$ cat src/rtl/hash_byte_feeder.sv
// Producer-side streamer for the full_hash core: buffers a host message, then
// replays it over the four-phase F_dr/F_rtr handshake and captures the result.
module hash_byte_feeder #(
    parameter int DEPTH   = 16,
    parameter int AW      = 4,
    parameter int TIMEOUT = 1024
) (
    input  logic          clk,
    input  logic          rst,
    input  logic          wr_en,
    input  logic [7:0]    wr_data,
    input  logic          clear,
    input  logic          go,
    output logic          start,
    output logic [7:0]    Byte,
    output logic          F_dr,
    output logic          End_of_File,
    input  logic          F_rtr,
    input  logic          H_ready,
    input  logic [0:31]   R_h,
    output logic [31:0]   hash_out,
    output logic          busy,
    output logic          done,
    output logic [AW:0]   len,
    output logic          ovf,
    output logic          err
);
    localparam int          CW   = $clog2(TIMEOUT + 1);
    localparam logic [AW:0] FULL = (AW+1)'(DEPTH);

    typedef enum logic [2:0] {
        IDLE, START, REQ, ACK_LO, EOF_RDY, EOF_HOLD, WAIT_H, DONE
    } state_t;

    state_t        state, state_n;
    logic [7:0]    mem [DEPTH];
    logic [AW-1:0] idx, idx_n;
    logic [AW:0]   idx_inc;
    logic [CW-1:0] wd_cnt;
    logic          idle, watched, expired, abort, wr_ok;

    assign idle    = (state == IDLE);
    assign watched = (state == REQ) || (state == ACK_LO) || (state == EOF_RDY) ||
                     (state == EOF_HOLD) || (state == WAIT_H);
    assign expired = watched && (wd_cnt == CW'(TIMEOUT - 1));
    assign idx_inc = {1'b0, idx} + {{AW{1'b0}}, 1'b1};
    assign wr_ok   = idle && !clear && wr_en && (len != FULL);

    always_comb begin
        state_n = state;
        idx_n   = idx;
        abort   = 1'b0;
        case (state)
            IDLE:     if (go) begin
                          state_n = START;
                          idx_n   = '0;
                      end
            START:    state_n = (len != '0) ? REQ : EOF_RDY;
            REQ:      if (F_rtr) state_n = ACK_LO;
            ACK_LO:   if (!F_rtr) begin
                          idx_n   = idx_inc[AW-1:0];
                          state_n = (idx_inc == len) ? EOF_RDY : REQ;
                      end
            EOF_RDY:  if (F_rtr) state_n = EOF_HOLD;
            EOF_HOLD: if (!F_rtr) state_n = WAIT_H;
            WAIT_H:   if (H_ready) state_n = DONE;
            DONE:     state_n = IDLE;
            default:  state_n = IDLE;
        endcase
        // A handshake that completes on the last allowed cycle wins over the watchdog.
        if (expired && state_n == state) begin
            state_n = IDLE;
            abort   = 1'b1;
        end
    end

    always_ff @(posedge clk or posedge rst) begin
        if (rst) begin
            state  <= IDLE;
            idx    <= '0;
            wd_cnt <= '0;
        end else begin
            state  <= state_n;
            idx    <= idx_n;
            wd_cnt <= (state_n != state) ? '0 : wd_cnt + CW'(1);
        end
    end

    // Outputs are registered from the next state so they line up with it.
    always_ff @(posedge clk or posedge rst) begin
        if (rst) begin
            start       <= 1'b0;
            Byte        <= '0;
            F_dr        <= 1'b0;
            End_of_File <= 1'b0;
            busy        <= 1'b0;
            done        <= 1'b0;
            hash_out    <= '0;
        end else begin
            start       <= (state_n == START);
            F_dr        <= (state_n == REQ);
            End_of_File <= (state_n == EOF_HOLD);
            busy        <= (state_n != IDLE);
            done        <= (state_n == DONE);
            if (state_n == REQ)
                Byte <= mem[idx_n];
            // R_h is [0:31]; a plain copy lands R_h[0] on hash_out[31].
            if (state == WAIT_H && state_n == DONE)
                hash_out <= R_h;
        end
    end

    always_ff @(posedge clk or posedge rst) begin
        if (rst) begin
            len <= '0;
            ovf <= 1'b0;
            err <= 1'b0;
        end else begin
            if (idle && clear) begin
                len <= '0;
                ovf <= 1'b0;
                err <= 1'b0;
            end else if (idle && wr_en) begin
                if (len != FULL)
                    len <= len + {{AW{1'b0}}, 1'b1};
                else
                    ovf <= 1'b1;
            end
            if (abort)
                err <= 1'b1;
        end
    end

    always_ff @(posedge clk) begin
        if (wr_ok)
            mem[len[AW-1:0]] <= wr_data;
    end
endmodule

$ cat config.mk
export PLATFORM = sky130hd
export DESIGN_NAME = hash_byte_feeder
export DESIGN_NICKNAME = d
export VERILOG_FILES = /design/src/rtl/hash_byte_feeder.sv
export SDC_FILE = /design/constraint.sdc
export NUM_CORES = 1
export LEC_CHECK = 0
export CORE_ASPECT_RATIO = 1.75
export CORE_MARGIN = 4
export CORE_UTILIZATION = 35
export CTS_BUF_LIST = sky130_fd_sc_hd__clkbuf_8
export DETAILED_ROUTE_END_ITERATION = 8
export PLACE_DENSITY = 0.67
export SLEW_MARGIN = 10
export SYNTH_ARGS = -nofsm -noshare
export SYNTH_HDL_FRONTEND = slang
export SYNTH_SLANG_ARGS = --single-unit
$ cat constraint.sdc
create_clock -name clk -period 2.5 [get_ports clk]
set_input_delay 0.25 -clock clk [delete_from_list [all_inputs] [get_ports clk]]
set_output_delay 0.25 -clock clk [all_outputs]
set_load 0.05 [all_outputs]
==> summary.md, run 1 <==
| Metric | Value |
|---|---|
| Outcome | `finished, final reports clean` |
| Worst R2R End | `Byte[7]` |
| FMAX | `slightly above 400 MHz` |
| Synthesized cell area | `roughly 8500 sq um` |
| Grt ovf | `0` |
| Port bufs | `between 90 and 100` |
| Final Hold Violating Endpoints | `0` |
| FF-to-FF setup slack | `0.07 ns` |
| Multi-input gate area | `2611 sq um` |
| Hold buffers post-CTS | `0` |
| Inserted Clock Buffers | `17` |
| Min cycle time layout | `~2.4 ns` |
| Yosys reg bits | `198` |
| Area of the core | `~24000 sq um` |
| Yosys top cell area share | `45.31%` |
| Slew HR | `approximately 43%` |
| Cell Chain, Critical Path | `buf_4 -> nor4bb_4 -> or2_2 -> nand2_8 -> mux4_2 -> a32oi_1 -> a41oi_2` |
| Leak | `0.004093 uW` |
| P per Cell Area | `764.8 nW/um^2` |
| Drt pass-1 iters | `5` |
| Drt initial violations | `~330` |
| Vias in the first global route | `6017` |
| Metal-1 WL | `7.398 mm` |
| CTS tree | `yes` |
| Crit path kind | `flip-flop to flip-flop` |
| Unique cell type count in the Yosys netlist | `53` |
| Clk_skew | `0.01739 ns` |
| Total Wirelength | `about 22 mm` |
| Yosys warning count | `0` |
| Worst EP arrival | `between 2 and 3 ns` |
| EDFF count, synth | `~130` |
| Final #Nets | `roughly 870` |
| Share of layout cells above drive strength 1 | `between 10% and 20%` |
| Max Used Layer | `met4` |
| Vias/cell | `~5.2` |
| Most instantiated cells after synthesis | `nand2_1 (148), edfxtp_1 (128), dfrtp_1 (70), nand3_1 (42), nor2_1 (39)` |
| Hold WC Path Type | `input port to asynchronous set/reset pin` |
| Clk slew on worst S/H paths | `0.10 ns` |
| Sequential cell area fraction in the yosys report | `around two thirds` |
| Worst-Margin Slew | `between 0.8 and 0.9 ns` |
| Gate count of the mapped netlist | `681` |
| Unrepaired setup endpoints after global routing | `false` |
| Area grow syn2layout | `25.43%` |
| Reg area | `5597 sq um` |
| Die Y | `between 200 and 250 um` |
| Final Cycle Share | `between 90% and 100%` |
| Synth top area cells | `edfxtp_1 (45%), dfrtp_1 (21%), nand2_1 (6.5%), nand3_1 (2.5%), mux4_2 (2.1%)` |
| Crit path max fanout | `12` |
| CP peak stage delay | `around 0.55 ns` |
| Met2 wire len | `12.68 mm` |
| Syn Nets | `about 730` |
| Largest net degree at the start of global routing | `about 70` |
| Metal3 WL | `~900 um` |
| CTS root buffer | `clkbuf_8` |
| Critical path required time | `between 2 and 3 ns` |
| Ant diodes | `0` |
| Effective utilization at floorplan | `about 35%` |
| TritonCTS Sinks | `~200` |
| Dpl hpwl | `16.31 mm` |
| Antenna violations before repair | `0` |
| Final Max Tran Viols | `0` |
| Worst path slowest cell | `mux4_2` |
| R2R depth | `7` |
| Vias | `5923` |
| Top_reg_cell synth | `edfxtp_1` |
| Top-count cell post-synth | `nand2_1` |
| Setup-failing EPs final | `0` |
| Fillers | `~2200` |
| Post-DRT Antenna Nets | `0` |
| Setup crit start kind | `flip-flop` |
| DRC Markers | `0` |
| Clk_lat worst skew | `~0.48 ns` |
| H-tree depth | `4` |
| I/O Pins | `99` |
| Syn Area/Cell | `approximately 12 sq um` |
| Final Instance Area | `roughly 11000 sq um` |
| First-pass GRT wire length | `34.20 mm` |
| Die width | `about 130 um` |
| Async SR Flop Fraction | `roughly 35%` |
| DIE AREA | `26890 sq um` |
| Max Cap Violations | `0` |
| Setup Total Neg Slack | `0 ns` |
| R2r startpoint | `state[0]` |
| Crit end category | `flip-flop` |
| VDD IR max | `about 0.4 mV` |
| Routability cong. | `~0.95` |
| Maximum clock insertion buffer count | `2` |
| Overall Global Routing Usage | `between 10% and 20%` |
| DP Area | `between 10000 and 15000 sq um` |
| Rows | `between 70 and 80` |
| Wirelength per Cell | `slightly below 20 um` |
| Yosys top cell by area | `edfxtp_1` |
==> registers in the layout (all words and copies together), names as in the netlist, 3 cells and up <==
| name | cells |
|---|---|
| wd_cnt | 11 |
| state | 3 |
| len | 5 |
| mem | 128 |
| hash_out | 32 |
| idx | 4 |
| Byte | 8 |
==> layout by cell type (no fill, tap or decap), types with 16 or more instances in the layout <==
cell             count
a211oi_1            16
a311o_1             16
and3_1              19
buf_4               57
clkbuf_8            17
clkdlybuf4s50_1     98
dfrtp_1             69
edfxtp_1           128
nand2_1            148
nand3_1             42
nor2_1              39
o21ai_0             19
==> worst max path at each step <==
stage | start | endpoint | slack (ns)
floorplan | len[0] | mem[3][0] | -0.23
global placement | go | Byte[7] | -0.20
detailed placement | go | Byte[2] | -0.22
CTS | state[1] | Byte[2] | 0.01
global route | state[0] | Byte[3] | 0.006
finish | state[0] | Byte[7] | 0.07
==> timing repair <==
item / in CTS / in global routing
gates resized for setup: 2 / 5
setup buffers: 0 / 1
endpoints found under the setup margin: 8 / 8
gates cloned: 0 / 0
hold endpoints to repair: 0 / 0
pin swaps: 0 / 1
==> per-layer routing <==
metal / global-route usage, % / up-vias
met5: 0 / -
met4: 9.226 / 0
met3: 3.194 / 48
met2: 31.95 / 179
met1: 16.40 / 2942
li1: - / 2754
==> metrics by stage <==
step / std cells / hold slack [ns] / power (uW) / setup slack [ns] / utilization [%]
6_report: 1142 / 0.1585 / 8138 / 0.06954 / 44.47
5_1_grt: 1142 / 0.1748 / 8463 / 0.006130 / 44.47
4_1_cts: 1141 / 0.1308 / 8196 / 0.01365 / 44.38
3_5_place_dp: 1109 / 0.4619 / 5910 / -0.2153 / 42.50
3_3_place_gp: 1109 / 0.4565 / 5887 / -0.1983 / 42.50
2_1_floorplan: 681 / 0.3489 / 5046 / -0.2264 / -
==> critical path, delay by kind of cell (launching register included) <==
kind	cells	cell delay (ns)
AO/OA/AOI/OAI	2	0.44
buffers and inverters	1	0.18
flip-flops	1	0.43
AND/OR/NAND/NOR	3	0.69
multiplexers	1	0.55
==> cell families (layout without fill, tap and decap cells) <==
logic type,count (synthesis),in the layout,share of synthesized area (%)
flops,198,198,65.96
compound gates,105,105,9.941
mux,9,9,2.242
buf+inv,56,209,3.348
simple gates,285,285,15.34
xor+xnor,21,21,2.168
fa+ha+maj,7,7,1.003
==> where the power goes <==
| part | switching [uW] | leakage, uW | internal [uW] | total (uW) |
|---|---|---|---|---|
| sequential | 155 | 0.00207 | 3610 | 3760 |
| clock | 1170 | 0.000224 | 1120 | 2290 |
| combinational | 1230 | 0.00180 | 859 | 2090 |
| total | 2560 | 0.00409 | 5580 | 8140 |
==> cell type report <==
class | instances | area share, %
Tap cell | 308 | 3.622
Timing Repair Buffer | 162 | 14.48
Sequential cell | 198 | 52.60
Clock inverter | 15 | 2.011
Multi-Input combinational cell | 427 | 24.54
Inverter | 15 | 0.5527
Clock buffer | 17 | 2.199
No activity file was read; power rests on OpenSTA's default activity.
==> inputs of run 2 (changes only) <==
--- a/config.mk
+++ b/config.mk
@@ -9,8 +9,10 @@
 export CORE_MARGIN = 4
 export CORE_UTILIZATION = 35
 export CTS_BUF_LIST = sky130_fd_sc_hd__clkbuf_8
+export CTS_CLUSTER_DIAMETER = 30
 export DETAILED_ROUTE_END_ITERATION = 8
 export PLACE_DENSITY = 0.67
+export REMOVE_ABC_BUFFERS = 1
 export SLEW_MARGIN = 10
 export SYNTH_ARGS = -nofsm -noshare
 export SYNTH_HDL_FRONTEND = slang
==> summary.md, run 2 (synthesis results as in run 1) <==
| Metric | Value |
|---|---|
| Setup crit start kind | `flip-flop` |
| Total power | `7830 uW (-3.8%)` |
| Drt initial violations | `700 (+110%)` |
| Final Max Tran Viols | `0 (unchanged)` |
| First-pass GRT wire length | `32.91 mm (-3.8%)` |
| Commonest cells after routing, fill and taps aside | `nand2_1 (148), edfxtp_1 (128), clkdlybuf4s50_1 (98)` |
| Maximum clock insertion buffer count | `2 (unchanged)` |
| Dpl ws | `-0.3795 ns (-0.1642 ns)` |
| Largest net degree at the start of global routing | `43 (-39%)` |
| Share of layout cells above drive strength 1 | `15.75% (+0.76 points)` |
| Area grow syn2layout | `24.90%` |
| Worst R2R End | `Byte[1]` |
| Port bufs | `98 (unchanged)` |
| Combinational power share | `26.8% (+1.1 points)` |
| TritonCTS Sinks | `198 (unchanged)` |
| CTS tree | `yes` |
| FF-to-FF setup slack | `0.09 ns (+0.02 ns)` |
| Clk_skew | `0.01611 ns (-0.001274 ns)` |
| Min cycle time layout | `2.408 ns (-0.02242 ns)` |
| Final Hold Violating Endpoints | `0 (unchanged)` |
| Fillers | `2159 (-1.0%)` |
| Cell Chain, Critical Path | `or3b_4 -> a21o_4 -> nand2_8 -> mux4_2 -> a32oi_1 -> a41oi_2` |
| Worst path slowest cell | `mux4_2` |
| Clk_lat worst skew | `0.49 ns (about the same)` |
| Worst EP arrival | `2.77 ns (about the same)` |
| Antenna violations before repair | `0 (unchanged)` |
| Most common cell after layout, fill and taps aside | `nand2_1` |
| Rows | `75 (unchanged)` |
| H-tree depth | `4 (unchanged)` |
| Internal power | `5180 uW (-7.2%)` |
| Reported net switching power | `2649 uW (+3.6%)` |
| Crit path max fanout | `9 (-3)` |
| I/O Pins | `99 (unchanged)` |
| Overall Global Routing Usage | `15.99% (-0.69 points)` |
| Setup ws final | `0.09196 ns (+0.02242 ns)` |
| Final Cycle Share | `96.32% (-0.90 points)` |
| Crit path kind | `flip-flop to flip-flop` |
| Leak | `0.004047 uW (-1.1%)` |
| Routability cong. | `0.8979 (-5.7%)` |
| FMAX | `415.3 MHz (+0.93%)` |
| Wirelength per Cell | `18.85 um (-2.8%)` |
| Post-DRT Antenna Nets | `0 (unchanged)` |
| Outcome | `finished, final reports clean` |
| Inserted Clock Buffers | `17 (unchanged)` |
| Multi-input gate area | `2653 sq um (+1.6%)` |
| Slew HR | `43.90% (+0.88 points)` |
| Dpl hpwl | `15.28 mm (-6.3%)` |
| Total Wirelength | `21.49 mm (-2.9%)` |
| Final #Nets | `872 (-0.23%)` |
| Area of the core | `23930 sq um (unchanged)` |
| Vias | `5857 (-1.1%)` |
| CP peak stage delay | `0.53 ns (-0.02 ns)` |
| Largest register FFs | `128 (unchanged)` |
| Clk slew on worst S/H paths | `0.11 ns (about the same)` |
| Die Y | `214.0 um (unchanged)` |
| Net Sw Frac | `33.84% (+2.4 points)` |
| R2r startpoint | `state[0]` |
| VDD IR max | `0.4987 mV (+24%)` |
| Crit end category | `flip-flop` |
| Die width | `125.7 um (unchanged)` |
| Hold WC Path Type | `input port to asynchronous set/reset pin` |
| Vias in the first global route | `5810 (-3.4%)` |
| Grt ovf | `0 (unchanged)` |
| Unrepaired setup endpoints after global routing | `false` |
| Setup bufs post-CTS | `0 (unchanged)` |
| CP startpoint | `state[0]` |
| CTS root buffer | `clkbuf_8` |
| Setup-failing EPs final | `0 (unchanged)` |
| Max Cap Violations | `0 (unchanged)` |
| R2R depth | `6 (-1)` |
| Sequential power share | `47.9% (+1.7 points)` |
| DRC Markers | `0 (unchanged)` |
| Effective utilization at floorplan | `35.45% (unchanged)` |
| Drt pass-1 iters | `5 (unchanged)` |
| DIE AREA | `26890 sq um (unchanged)` |
| Ant diodes | `0 (unchanged)` |
| Worst-Margin Slew | `0.8388 ns (-0.01264 ns)` |
| Critical path endpoint | `Byte[1]` |
| P per Cell Area | `739.0 nW/um^2 (-3.4%)` |
| Vias/cell | `5.138 (-0.94%)` |
| Reg area | `5597 sq um (unchanged)` |
| Clk network pwr share | `25.3% (-2.8 points)` |
| Critical path required time | `2.86 ns (about the same)` |
## run 2: cell types whose count changed in the layout (fill, tap and decap cells not counted), sizes merged
cell	delta
clkinvlp	+1
buf	-2
bufinv	-4
clkinv	+4
inv	-1
## run 2: area by class of cell
cell class	instances	share of cell area [%]
sequential	198	52.82
multi-input combinational	427	25.04
timing repair buffer	160	14.28
tap	308	3.637
clock buffer	17	2.208
clock inverter	15	1.441
inverter	15	0.5786
## run 2: worst max-delay path: cells and delay by family, from the launching register on
family          cells  cell delay (ns)
mux                 1             0.53
compound gates      3             0.74
flops               1             0.45
simple gates        2             0.56
## run 2: worst min-delay path by stage
| stage | startpoint | end | slack [ns] | depth (start not counted) |
|---|---|---|---|---|
| detailed placement | hash_out[12] | hash_out[12] | 0.46 | 2 |
| CTS | rst | hash_out[25] | 0.16 | 2 |
| finish | rst | hash_out[25] | 0.16 | 2 |
| global route | rst | hash_out[25] | 0.18 | 2 |
| floorplan | wr_data[0] | mem[0][0] | 0.35 | 0 |
| global placement | hash_out[5] | hash_out[5] | 0.46 | 2 |
## run 2: timing repair
| action | in CTS | in global routing |
|---|---|---|
| cloned | 0 | 0 |
| hold endpoints to repair | 0 | 0 |
| gates resized for setup | 4 | 12 |
| hold buffers | 0 | 0 |
| setup endpoints to repair | 4 | 8 |
## run 2: stage by stage
stage | TNS, ns | util, % | cells | hold WS (ns) | cell area [sq um]
after floorplan | -10.52 | - | 640 | 0.3489 | 8255
final | 0 | 44.28 | 1140 | 0.1582 | 10600
after global placement | -2.193 | 42.42 | 1108 | 0.4570 | 10150
after CTS | 0 | 44.16 | 1140 | 0.1556 | 10570
after global routing | 0 | 44.28 | 1140 | 0.1842 | 10600
after detailed placement | -2.445 | 42.42 | 1108 | 0.4614 | 10150
## run 2: power by group through the flow
| stage | Sequential (uW) | Combinational [uW] | Clock (uW) |
|---|---|---|---|
| after floorplan | 4070 | 891 | 0 |
| after global placement | 3820 | 2030 | 0 |
| after detailed placement | 3820 | 2040 | 0 |
| after CTS | 3750 | 2080 | 2040 |
| after global routing | 3770 | 2230 | 2180 |
| final | 3750 | 2100 | 1980 |
## run 2: metal layers
layer | global-route usage (%) | vias to the layer above | wire length (um)
met3 | 3.119 | 31 | 1016
met5 | 0 | - | 0
met4 | 6.151 | 0 | 591
met1 | 18.01 | 2875 | 8164
met2 | 29.41 | 195 | 11720
li1 | - | 2756 | -
